<file path="src/rtl/axi_frame_reader.sv">
// Purpose: AXI4 read master that streams one video frame from DDR as INCR bursts into the read-data FIFO.
// Latency: the first AR goes out 2 cycles after frame_start, and each R beat reaches the FIFO 1 cycle after its handshake.
// Backpressure: a burst is issued only when the FIFO level leaves room for it plus margin; rready follows !fifo_full.
module axi_frame_reader #(
    parameter int                    ADDR_WIDTH       = 28,
    parameter int                    DATA_WIDTH       = 256,
    parameter int                    BURST_LEN        = 16,
    parameter logic [ADDR_WIDTH-1:0] FRAME_BASE       = '0,
    parameter int                    FRAME_BEATS      = 259200,
    parameter int                    FIFO_DEPTH_WIDTH = 9
) (
    input  logic                        clk,
    input  logic                        tb_rst,
    input  logic                        frame_start,
    output logic [ADDR_WIDTH-1:0]       araddr,
    output logic [7:0]                  arlen,
    output logic                        arvalid,
    input  logic                        arready,
    input  logic [DATA_WIDTH-1:0]       rdata,
    input  logic [1:0]                  rresp,
    input  logic                        rlast,
    input  logic                        rvalid,
    output logic                        rready,
    output logic [DATA_WIDTH-1:0]       fifo_wr_data,
    output logic                        fifo_wr_en,
    input  logic [FIFO_DEPTH_WIDTH:0]   fifo_wr_water_level,
    input  logic                        fifo_full,
    output logic                        busy,
    output logic                        frame_done,
    output logic                        err
);

    // Beats still to request in the current frame.
    localparam int REM_W = $clog2(FRAME_BEATS + 1);
    // Beats in one burst, 1..BURST_LEN.
    localparam int LEN_W = $clog2(BURST_LEN + 1);
    localparam logic [ADDR_WIDTH-1:0]     BEAT_BYTES = ADDR_WIDTH'(DATA_WIDTH / 8);
    localparam logic [REM_W-1:0]          REM_INIT   = REM_W'(FRAME_BEATS);
    // The write-side level lags the real occupancy, so a margin of two bursts is kept
    // to guarantee an issued burst always fits and R never needs to stall.
    localparam logic [FIFO_DEPTH_WIDTH:0] LVL_LIMIT  =
        (FIFO_DEPTH_WIDTH + 1)'((1 << FIFO_DEPTH_WIDTH) - 2 * BURST_LEN);

    typedef enum logic [1:0] {
        S_IDLE,
        S_CHECK,
        S_ADDR,
        S_DATA
    } state_t;

    state_t                  r_state;
    logic [ADDR_WIDTH-1:0]   r_addr;
    logic [REM_W-1:0]        r_remain;
    logic [LEN_W-1:0]        r_len;
    logic [LEN_W-1:0]        r_beat_cnt;
    logic                    r_pending;
    logic [ADDR_WIDTH-1:0]   r_araddr;
    logic [7:0]              r_arlen;
    logic                    r_arvalid;
    logic [DATA_WIDTH-1:0]   r_fifo_wr_data;
    logic                    r_fifo_wr_en;
    logic                    r_busy;
    logic                    r_frame_done;
    logic                    r_err;

    logic [LEN_W-1:0]        w_len;
    logic                    w_room;
    logic                    w_rready;
    logic                    w_r_hs;
    logic                    w_last_in_burst;
    logic                    w_burst_end;
    logic                    w_frame_end;
    logic                    w_overrun;
    logic                    w_beat_err;

    // The burst length is the full burst, or whatever is left of the frame if that is shorter.
    assign w_len = (32'(r_remain) >= 32'(BURST_LEN)) ? LEN_W'(BURST_LEN) : LEN_W'(r_remain);
    assign w_room = (fifo_wr_water_level <= LVL_LIMIT);

    // R is accepted only while a burst is outstanding and the FIFO can take the beat.
    assign w_rready        = (r_state == S_DATA) && !fifo_full;
    assign w_r_hs          = rvalid && w_rready;
    assign w_last_in_burst = (r_beat_cnt == (r_len - LEN_W'(1)));
    assign w_burst_end     = w_r_hs && w_last_in_burst;

    // This is the final beat of a frame that was not superseded. A frame_start that arrives
    // on this exact beat is a clean back-to-back frame, not an overrun.
    assign w_frame_end = w_burst_end && (r_remain == '0) && !r_pending;
    assign w_overrun   = frame_start && (r_state != S_IDLE) && !w_frame_end;

    // rlast must appear on exactly the beat the burst counter expects to be last.
    assign w_beat_err  = w_r_hs && ((rresp != 2'b00) || (rlast != w_last_in_burst));

    // Frame sequencer: walks the frame in bursts and handles restarts.
    always_ff @(posedge clk or posedge tb_rst) begin
        if (tb_rst) begin
            r_state      <= S_IDLE;
            r_addr       <= '0;
            r_remain     <= '0;
            r_len        <= '0;
            r_beat_cnt   <= '0;
            r_pending    <= 1'b0;
            r_araddr     <= '0;
            r_arlen      <= '0;
            r_arvalid    <= 1'b0;
            r_busy       <= 1'b0;
            r_frame_done <= 1'b0;
        end else begin
            r_frame_done <= 1'b0;
            case (r_state)
                S_IDLE: begin
                    if (frame_start) begin
                        r_addr   <= FRAME_BASE;
                        r_remain <= REM_INIT;
                        r_busy   <= 1'b1;
                        r_state  <= S_CHECK;
                    end
                end

                S_CHECK: begin
                    // No burst is in flight here, so a restart request takes effect at once.
                    if (frame_start || r_pending) begin
                        r_addr    <= FRAME_BASE;
                        r_remain  <= REM_INIT;
                        r_pending <= 1'b0;
                    end else if (w_room) begin
                        r_len     <= w_len;
                        r_araddr  <= r_addr;
                        r_arlen   <= 8'(w_len - LEN_W'(1));
                        r_arvalid <= 1'b1;
                        r_state   <= S_ADDR;
                    end
                end

                S_ADDR: begin
                    if (frame_start) begin
                        r_pending <= 1'b1;
                    end
                    // arvalid is high throughout this state, so arready alone completes the handshake.
                    if (arready) begin
                        r_arvalid  <= 1'b0;
                        r_addr     <= r_addr + ADDR_WIDTH'(r_len) * BEAT_BYTES;
                        r_remain   <= r_remain - REM_W'(r_len);
                        r_beat_cnt <= '0;
                        r_state    <= S_DATA;
                    end
                end

                S_DATA: begin
                    if (w_r_hs) begin
                        r_beat_cnt <= r_beat_cnt + LEN_W'(1);
                    end
                    if (w_burst_end) begin
                        if (r_pending || (frame_start && (r_remain != '0))) begin
                            // The current frame is abandoned and restarts from its base.
                            r_addr    <= FRAME_BASE;
                            r_remain  <= REM_INIT;
                            r_pending <= 1'b0;
                            r_state   <= S_CHECK;
                        end else if (r_remain == '0) begin
                            r_frame_done <= 1'b1;
                            if (frame_start) begin
                                r_addr   <= FRAME_BASE;
                                r_remain <= REM_INIT;
                                r_state  <= S_CHECK;
                            end else begin
                                r_busy  <= 1'b0;
                                r_state <= S_IDLE;
                            end
                        end else begin
                            r_state <= S_CHECK;
                        end
                    end else if (frame_start) begin
                        r_pending <= 1'b1;
                    end
                end

                default: r_state <= S_IDLE;
            endcase
        end
    end

    // FIFO write port: every accepted R beat is written one cycle later, even an errored one.
    always_ff @(posedge clk or posedge tb_rst) begin
        if (tb_rst) begin
            r_fifo_wr_en   <= 1'b0;
            r_fifo_wr_data <= '0;
        end else begin
            r_fifo_wr_en <= w_r_hs;
            if (w_r_hs) begin
                r_fifo_wr_data <= rdata;
            end
        end
    end

    // Sticky error flag covering bad responses, rlast misplacement and frame overrun.
    always_ff @(posedge clk or posedge tb_rst) begin
        if (tb_rst) begin
            r_err <= 1'b0;
        end else if (w_beat_err || w_overrun) begin
            r_err <= 1'b1;
        end
    end

    assign araddr       = r_araddr;
    assign arlen        = r_arlen;
    assign arvalid      = r_arvalid;
    assign rready       = w_rready;
    assign fifo_wr_data = r_fifo_wr_data;
    assign fifo_wr_en   = r_fifo_wr_en;
    assign busy         = r_busy;
    assign frame_done   = r_frame_done;
    assign err          = r_err;

endmodule

</file>
<file path="config.mk">
export PLATFORM = sky130hd
export DESIGN_NAME = axi_frame_reader
export DESIGN_NICKNAME = d
export VERILOG_FILES = /design/src/rtl/axi_frame_reader.sv
export SDC_FILE = /design/constraint.sdc
export NUM_CORES = 1
export LEC_CHECK = 0
export BUFFER_PORTS_ARGS = -buffer_cell sky130_fd_sc_hd__buf_4
export CAP_MARGIN = 40
export CORE_MARGIN = 2
export CORE_UTILIZATION = 25
export CTS_BUF_LIST = sky130_fd_sc_hd__clkbuf_4
export DETAILED_ROUTE_END_ITERATION = 10
export GPL_TIMING_DRIVEN = 1
export PLACE_DENSITY = 0.58
export SKIP_LAST_GASP = 1
export SYNTH_ARGS = -nofsm -noshare
export SYNTH_HDL_FRONTEND = slang
export SYNTH_SLANG_ARGS = --single-unit
</file>
<file path="constraint.sdc">
create_clock -name clk -period 11.66 [get_ports clk]
set_clock_uncertainty 0.15 [all_clocks]
set_input_delay 0 -clock clk [delete_from_list [all_inputs] [get_ports clk]]
set_output_delay 0 -clock clk [all_outputs]
set_load 0.05 [all_outputs]
</file>
Word-level counts from Yosys, hierarchy flattened. Cells that the tools add are included. W data, S select, Z words.

Register bits after elaboration: 356. Word-level logic and storage cells: 117.

Add/sub/neg operators: 5. $lt $le $gt $ge: 2. Eq/ne operators: 17. Multiplexer cells: 46. Bitwise logic cells: 1. Reductions and logical operators: 32.

Operators by type and width (number): $mux W28 (6); $pmux W28 S4 (1); $mux W18 (6); $pmux W18 S4 (1); $add A28 B10 Y28 (1); $ge A18 B5 Y1 const B (1); $logic_not A18 Y1 (1); $ne A2 B2 Y1 const B (9); $reduce_bool A18 Y1 (1); $sub A18 B5 Y18 (1); $mux W1 (17); $mux W5 (3); $mux W2 (7); $le A10 B9 Y1 const B (1); $pmux W5 S2 (1); $reduce_bool A2 Y1 (5); $logic_and A1 B1 Y1 (9); $reduce_and A3 Y1 (3); $pmux W2 S4 (1); $reduce_and A4 Y1 (2); $reduce_and A6 Y1 (1); $sub A5 B1 Y6 const B (1); $add A5 B1 Y5 const B (1); $eq A5 B5 Y1 (1); 15 further kinds (22).

Depth between registers and ports, before layout. Gate-level depths: netlist (run 1).

Depth after elaboration: 9. Mapped depth: 10. Depth with buffers taken out: 9.

Worst setup path after synthesis (run 1). No wires, ideal clock.

Path kind: register to register. Start point: register r_len[0]. End point: register r_addr[25]. Setup time: 0.076 ns. Arrival time: 2.321 ns. Required time: 11.434 ns. Slack: 9.113 ns. Stages on the path, launching flop included: 10. Buffers on the path: 0. Period minus slack after synthesis: 2.547 ns. Cell sequence: dfrtp_1 -> ha_1 -> inv_1 -> fa_1 -> nand2b_1 -> a21oi_1 -> o21ai_1 -> or3_1 -> or3_1 -> o21ai_1.

Word-level cells in the longest chain between the ends: 5. Elaborated cells on any way between the ends: 8.

Ends and longest elaborated chain: start: declaration (RTL line 54) `logic [LEN_W-1:0] r_len;`; start signal: assignment (RTL line 127) `r_len <= w_len;`; branches (longest 5 deep; another with $add A28 B10 Y28); end signal: assignment (RTL line 142) `r_addr <= r_addr + ADDR_WIDTH'(r_len) * BEAT_BYTES;`; end: declaration (RTL line 52) `logic [ADDR_WIDTH-1:0] r_addr;`.

Several ways; the timed one is not identified. The select of a mux whose other input is x is not followed. A chain may end at the register's enable or synchronous reset.

Worst setup path after layout (run 1).
Start point: register r_state[0]. End point: register r_fifo_wr_data[166] (netlist: fifo_wr_data[166]).

Word-level cells in the longest chain between the ends: 3.

Ends and longest elaborated chain: start: declaration (RTL line 51) `state_t r_state;`; start signal: assignment (RTL line 97) `r_state <= S_IDLE;`; start signal: assignment (RTL line 116) `r_state <= S_CHECK;`; start signal: assignment (RTL line 131) `r_state <= S_ADDR;`; $eq A2 B2 Y1 (RTL line 81) `assign w_rready = (r_state == S_DATA) && !fifo_full;`; $logic_and A1 B1 Y1 (RTL line 81); $logic_and A1 B1 Y1 (RTL line 82) `assign w_r_hs = rvalid && w_rready;`; end signal: assignment (RTL line 191) `r_fifo_wr_data <= rdata;`; end: declaration (RTL line 60) `logic [DATA_WIDTH-1:0] r_fifo_wr_data;`.

No other way between the ends.

==> results.ini, run 1 <==
[timing]
period_needed_ns = 3.98
period_share_pct = 34.1
setup_viol = 0
maxSlewViolCount = 0
fmax_ghz = 0.251
rsz0062_at_grt = no
worstMarginPinSlew_ns = 0.994
slew_headroom_pct = 33.7
holdWs_ns = 0.145
finalHoldViolCount = 0
finalSetupTns_ns = 0

[worst_setup_path]
worst_setup_path_end_kind = flop
crit_fanout = 75
worstPathArrival_ns = 4.52
crit_required_ns = 12.20
crit_family = buffers and inverters
r2r_start = r_state[0]
startpoint = r_state[0]
crit_cells = 7
cp-endpoint = fifo_wr_data[166]
rrSetupSlack_ns = 7.68
worstRegToRegCells = 7
cp-start-kind = flop
cp_num_buf_inv = 3
critPathMaxStageDelay_ns = 0.75
cp_slowest_cell = buf_4
worst-setup-path-type = reg -> reg
path_cells = ha_1, inv_1, or2_4, buf_4, buf_4, nand2_1, nand2_1
r2r_end = fifo_wr_data[166]

[yosys]
yosysUniqueCellTypes = 69
synthSimpleGateAreaFrac_pct = 25.7
ys_async_sr_fraction_pct = 100
netlist_instances = 1614
syn_nets = 1908
synth-edff-count = 0
yosysWarningCount = 0
ys.flop_type = dfrtp_1
postSynthAreaPerCell_um2 = 9.16
synth_xor_area_share_pct = 0.880
synth-seq-cells = 354
netlist_area_um2 = 14800
ys_seq_area_share_pct = 59.9
synth_top_family_by_area = simple AND/OR/NAND/NOR gates
yosys.area_share.adder_pct = 1.71
synth_compound_area_share_pct = 6.87
synthMuxAreaShare_pct = 2.06

[layout]
final_nets = 3092
area_growth_pct = 82.4
layout_common_cells = 816 x nand2_1, 581 x buf_4, 573 x dlygate4sd3_1
final_common_cell = nand2_1
final_util_pct = 45.9
drive_gt1_share_pct = 27.6
fin_cells = 3646
nFillCells = 5273

[drt]
dr.first_iter.drc_count = 839
vias = 16379
ant_nets = 0
firstDrtPassIters = 6
drt-total-wl_um = 60000
drc_errors = 0
avgRoutedWirePerCell_um = 16.5
via_per_inst = 4.49

[clocking]
clockRootBuffer = clkbuf_4
clk_pin_slew_ns = 0.07
cts_buffers = 101
numClockSinks = 354
cts.path.max_buffers = 3
cts_htree_levels = 3
clk_latency_ns = 0.80
tritoncts = yes

[grt]
grt_pass1_vias = 17291
grt_overflow_total = 0
antenna_found_initial = 5
grt_max_degree = 150
grtUsageMet3_pct = 5.54
grt_pass1_wl_um = 92200
use_met1_pct = 21.6
grtUsageTotal_pct = 19.1
grt_busiest_layer = met2
use_met2_pct = 32.1

[die]
initial_core_util_pct = 25.2
fp.dieH_um = 247
die_x_um = 247
ios = 573
coreArea_um2 = 58800
placementRows = 89
die_area_um2 = 61100

[power]
cellPowerDensity_nw_per_um2 = 265
p_leak_nw = 13.8
vdd_ir_drop_max_v = 0.000219

[outcome]
status = complete, no violations

[placed_design]
port_buffers = 572
place_congestion = 0.807
dp.cells = 2895
dp_hpwl_um = 35600

[worst_hold_path]
hp-class = in -> out

[run]
max_cap_viol_count = 0

[power by group]
part	switching [mW]	leakage, nW	internal, mW
Clock	0.572	0.739	0.589
Sequential	0.340	4.52	1.73
Combinational	2.70	8.55	1.21
[repair_timing]
item,4_1_cts,5_1_grt
buffers inserted,0,0
setup endpoints to repair,0,0
resized for setup,0,0
endpoints found under the hold margin,668,0
hold buffers,573,0
[cell type report]
| type | instances | area, µm² | share of cell area [%] |
|---|---|---|---|
| tap | 773 | 967 | 3.59 |
| inverter | 24 | 105 | 0.390 |
| clock inverter | 32 | 169 | 0.626 |
| timing repair buffer | 1162 | 10300 | 38.1 |
| clock buffer | 144 | 1080 | 4.01 |
| sequential | 354 | 8860 | 32.8 |
| antenna | 2 | 5.00 | 0.0186 |
| multi-input combinational | 1155 | 5510 | 20.4 |
[cells in the mapped netlist, drive strengths merged (3+ instances only)]
library cell,count,area [µm²]
and3,5,31.3
clkbuf,68,255
ha,17,213
nand3,19,95.1
o211ai,4,48.8
nor4,7,58.8
or4,4,33.8
a31oi,15,93.8
buf,13,88.8
nand2,817,3070
o22ai,3,18.8
o311ai,3,26.3
or3,7,43.8
xor2,8,70.1
nand4,5,31.3
nor2,34,128
xnor2,6,60.1
or2,5,31.3
a21o,9,67.6
a21oi,23,115
a211oi,5,55.1
inv,23,86.3
mux2,27,304
nand2b,7,43.8
o21ai,57,285
and4,3,26.3
nor3,18,101
nor2b,8,50.1
dfrtp,354,8860
o21a,4,30.0
a22o,5,43.8
[stage by stage]
step	area (µm²)	power (mW)	setup WS [ns]
after floorplan	14800	4.42	1.69
after detailed placement	20000	5.65	7.77
final	27000	7.14	7.68
after CTS	27000	7.10	7.69
after global routing	27000	7.51	7.36
after global placement	19800	5.58	7.78
[state kept, by name, indices dropped and copies added (netlist names)]
| name | cells |
|---|---|
| r_addr | 28 |
| arlen | 6 |
| r_len | 5 |
| r_pending | 1 |
| r_state | 2 |
| busy | 1 |
| err | 1 |
| r_beat_cnt | 5 |
| frame_done | 1 |
| fifo_wr_en | 1 |
| r_remain | 18 |
| araddr | 28 |
| fifo_wr_data | 256 |
| arvalid | 1 |
[cells by family after synthesis]
group,Yosys count
and+or+nand+nor,945
DFF,354
AOI/OAI and AO/OA,150
buffers and inverters,105
muxes,27
adders and majority gates,19
xor gates and xnor gates,14
[tightest hold or removal path: stages]
cell and delay (ns):
buf_4 0.08, nor2_1 0.04, buf_4 0.18
[worst min path at each step]
stage	startpoint	end	slack, ns	depth (start not counted)
after detailed placement	tb_rst	fifo_wr_data[230]	-0.21	2
after CTS	fifo_full	frame_done	0.005	5
after floorplan	rdata[0]	fifo_wr_data[0]	-0.04	2
after global routing	tb_rst	fifo_wr_data[230]	0.1	4
after global placement	rdata[135]	fifo_wr_data[135]	0.04	3
final	fifo_full	rready	0.14	3
[per-layer routing]
layer,up-vias,part of all wire [%]
li1,7602,-
met1,7882,38
met2,682,50
met3,207,6.9
met4,6,4.9
met5,-,0.057
(Power assumes the default switching activity.)
==> run 2, diff against run 1 <==
Settings changed: ABC_AREA set to 1, PLACE_DENSITY 0.58 to 0.57.
Clock period 11.66 ns to 3.85 ns, I/O delays scaled along.
==> run 2 against run 1 <==
The flow now stops in 4_1_cts. Synthesized cell count is 26% higher. Area after synthesis up 7.8%.
==> results.ini, run 2 <==
[clocking]
clockRootBuffer = clkbuf_4
cts_buffers = 99
cts_resized = 0
postCtsSetupRepairBufs = 0
cts_htree_levels = 3
hold_buffers = 712
cts.path.max_buffers = 3
numClockSinks = 354

[yosys]
postSynthAreaPerCell_um2 = 7.84
yosys.area.top_type = dfrtp_1
syn_nets = 2329
yosysUniqueCellTypes = 42
netlist.area_leader.share_pct = 55.5
ys_async_sr_fraction_pct = 100
ys_seq_area_share_pct = 55.5
yosysWarningCount = 0
netlist_area_um2 = 15900
yosysMostFrequentCell = nand2_1
netlist_instances = 2035
netlist_top_cells_count = 1,069 x nand2_1, 354 x dfrtp_1, 131 x nand3_1, 99 x inv_1, 80 x nor2_1
synth-seq-cells = 354
synth_area_leaders = dfrtp_1 56%, nand2_1 25%, nand3_1 4.1%, inv_1 2.3%, o21ai_0 2.3%
synth-edff-count = 0
ys.flop_type = dfrtp_1

[die]
ios = 573
placementRows = 92
fp.dieH_um = 257
die_x_um = 257
initial_core_util_pct = 25.3

[outcome]
status = stopped before the end
lastStage = 4_1_cts
error_line = [ERROR RSZ-0060] Max buffer count reached.

[placed_design]
port_buffers = 572
dp.cells = 3381
place_congestion = 0.885
dp_hpwl_um = 46900
placed_area_um2 = 21200

run 2: cell count changes after synthesis, moves of 27 or more:
cell     previous run  this run
inv_1              23        99
mux2_2             27         0
nand2_1           817      1069
nand3_1            19       131
nand4_1             5        32
nor2_1             34        80
run 2: metrics by stage:
step / utilization, % / TNS [ns] / setup WS (ns)
2_1_floorplan: - / -369.00 / -1.04
3_5_place_dp: 33.6 / 0 / 0.721
3_3_place_gp: 33.5 / 0 / 0.814
run 2: kinds of logic after synthesis:
kind of cell / after synthesis / synth area share (%)
simple gates: 1345 / 33.8
flops: 354 / 55.5
buf+inv: 200 / 4.98
compound gates: 110 / 3.75
fa+ha+maj: 19 / 1.58
xor+xnor: 7 / 0.384
==> run 3, diff against run 2 <==
Settings changed: CORE_UTILIZATION 25 to 20, CTS_BUF_LIST sky130_fd_sc_hd__clkbuf_4 to unset, PLACE_DENSITY 0.57 to unset, PLACE_DENSITY_LB_ADDON set to 0.15.
==> run 3 against run 2 <==
The run now ends clean. Area after synthesis is the same. Synthesized cell count is the same.
==> results.ini, run 3 <==
[yosys]
yosysUniqueCellTypes = 42
yosysWarningCount = 0
synth_area_leaders = dfrtp_1 56%, nand2_1 25%, nand3_1 4.1%, inv_1 2.3%, o21ai_0 2.3%
postSynthAreaPerCell_um2 = 7.84
netlist_top_cells_count = 1,069 x nand2_1, 354 x dfrtp_1, 131 x nand3_1, 99 x inv_1, 80 x nor2_1
yosys.area.top_type = dfrtp_1
netlist_area_um2 = 15900
ys.flop_type = dfrtp_1
yosysMostFrequentCell = nand2_1
ys_async_sr_fraction_pct = 100
netlist_instances = 2035
syn_nets = 2329
synth-seq-cells = 354
netlist.area_leader.share_pct = 55.5
synth-edff-count = 0
ys_seq_area_share_pct = 55.5

[drt]
drt-total-wl_um = 68900
drc_errors = 0
avgRoutedWirePerCell_um = 16.6
vias = 17301
via_per_inst = 4.15
ant_nets = 0
dr.first_iter.drc_count = 1080
firstDrtPassIters = 5

[grt]
grt_pass1_wl_um = 105000
grt_pass1_vias = 17903
grt_max_degree = 181
grt_overflow_total = 0
grtUsageTotal_pct = 16.4
antenna_found_initial = 6

[worst_setup_path]
worst-setup-path-type = reg -> reg
worstPathArrival_ns = 3.63
crit_top_cell = nand2_1
worst_setup_path_end_kind = flop
crit_required_ns = 4.16
critPathMaxStageDelay_ns = 0.63
cp_slowest_cell = dlygate4sd3_1
cp-start-kind = flop
crit_family = buffers and inverters
cp_num_buf_inv = 3
crit_fanout = 5
path_cells = inv_1, ha_1, nand2_1, nand2_1, nor2_1, nand2_1, nor2_1, nand2_1, nand2_1, nand2_1, dlygate4sd3_1, o21ai_0, dlygate4sd3_1, nand3b_1

[die]
placementRows = 103
coreArea_um2 = 79000
die_x_um = 286
fp.dieH_um = 286
die_area_um2 = 82000
initial_core_util_pct = 20.2
ios = 573

[timing]
slew_headroom_pct = 36.2
finalHoldViolCount = 0
finalSetupTns_ns = 0
period_share_pct = 86.3
rsz0062_at_grt = no
worstMarginPinSlew_ns = 0.957
period_needed_ns = 3.32
fmax_ghz = 0.301
maxSlewViolCount = 0
setup_viol = 0

[placed_design]
port_buffers = 572
placed_area_um2 = 21400
place_congestion = 0.850
dp.cells = 3583
dp_hpwl_um = 46900

[layout]
final_nets = 3371
drive_gt1_share_pct = 21.6
layout_common_cells = 1,069 x nand2_1, 584 x buf_4, 496 x dlygate4sd3_1
fin_cells = 4164
design_area_um2 = 27800
area_growth_pct = 74.5
final_util_pct = 35.2
final_common_cell = nand2_1
nFillCells = 8160
largest_reg_flops = 256

[clocking]
clk_pin_slew_ns = 0.06
clockRootBuffer = clkbuf_16
clk_latency_ns = 0.58
cts_buffers = 46
cts.path.max_buffers = 3
numClockSinks = 354
postCtsSetupRepairBufs = 0
tritoncts = yes
cts_htree_levels = 2

[worst_hold_path]
hp-class = in -> reg

[power]
power_mw = 24.4
p_leak_nw = 14.4
cellPowerDensity_nw_per_um2 = 876
vdd_ir_drop_max_v = 0.000534

[outcome]
status = complete, no violations

[run]
max_cap_viol_count = 0

## run 3: cells by family (layout without fill, tap and decap cells)
family	after synthesis	in the layout	synth area share (%)
adder cells (fa/ha/maj)	19	19	1.58
flip-flops	354	354	55.5
AO/OA/AOI/OAI	110	110	3.75
other	0	6	0
AND/OR/NAND/NOR	1345	1345	33.8
buffers and inverters	200	1273	4.98
XOR/XNOR	7	7	0.384
## run 3: path summary, 6_finish.rpt
path / start / to / slack [ns] / depth (start not counted)
worst max-delay path: r_len[1] / err / 0.53 / 14
worst min-delay path: rdata[53] / fifo_wr_data[53] / 0.03 / 4
worst max register to register: r_len[1] / err / 0.53 / 14
worst min register to register: err / err / 0.32 / 1
max in group asynchronous: tb_rst / r_addr[21] / 1.96 / 5
min in group asynchronous: tb_rst / fifo_wr_data[97] / 0.51 / 4
## run 3: timing repair
action,4_1_cts,5_1_grt
endpoints found under the hold margin,643,0
resized for setup,0,0
hold buffers,496,0
## run 3: layout make-up
class | instances | area (µm²) | share of cell area, %
Antenna cell | 6 | 15.0 | 0.0540
Clock buffer | 67 | 1320 | 4.74
Clock inverter | 12 | 140 | 0.504
Inverter | 107 | 412 | 1.48
Multi-Input combinational cell | 1481 | 6310 | 22.7
Sequential cell | 354 | 8860 | 31.8
Tap cell | 1050 | 1310 | 4.72
Timing Repair Buffer | 1087 | 9460 | 34.0
## run 3: routing by layer
metal | up-vias | track usage (%) | share of wire (%)
li1 | 8432 | - | -
met1 | 8164 | 19.3 | 40
met2 | 556 | 27.7 | 49
met3 | 149 | 4.63 | 6.9
met4 | 0 | 7.24 | 4.7
met5 | - | 0 | 0
## run 3: power by group
group,internal [mW],total (mW),switching (mW)
logic,4.10,13.5,9.40
clock network,2.45,4.26,1.81
registers,5.41,6.61,1.20
total,12.0,24.4,12.4
## run 3: metrics by stage
| stage | hold WS (ns) | setup slack (ns) |
|---|---|---|
| after CTS | 0.000301 | 0.404 |
| after global routing | 0.0195 | 0.163 |
| after global placement | -0.0577 | 0.696 |
| final | 0.0265 | 0.528 |
| after detailed placement | -0.0557 | 0.617 |
| after floorplan | -0.0469 | -1.04 |
## run 3: worst min-delay path: stages
cell and delay (ns):
dlygate4sd3_1 0.54, buf_4 0.10, nand2_1 0.04, nand2_1 0.05
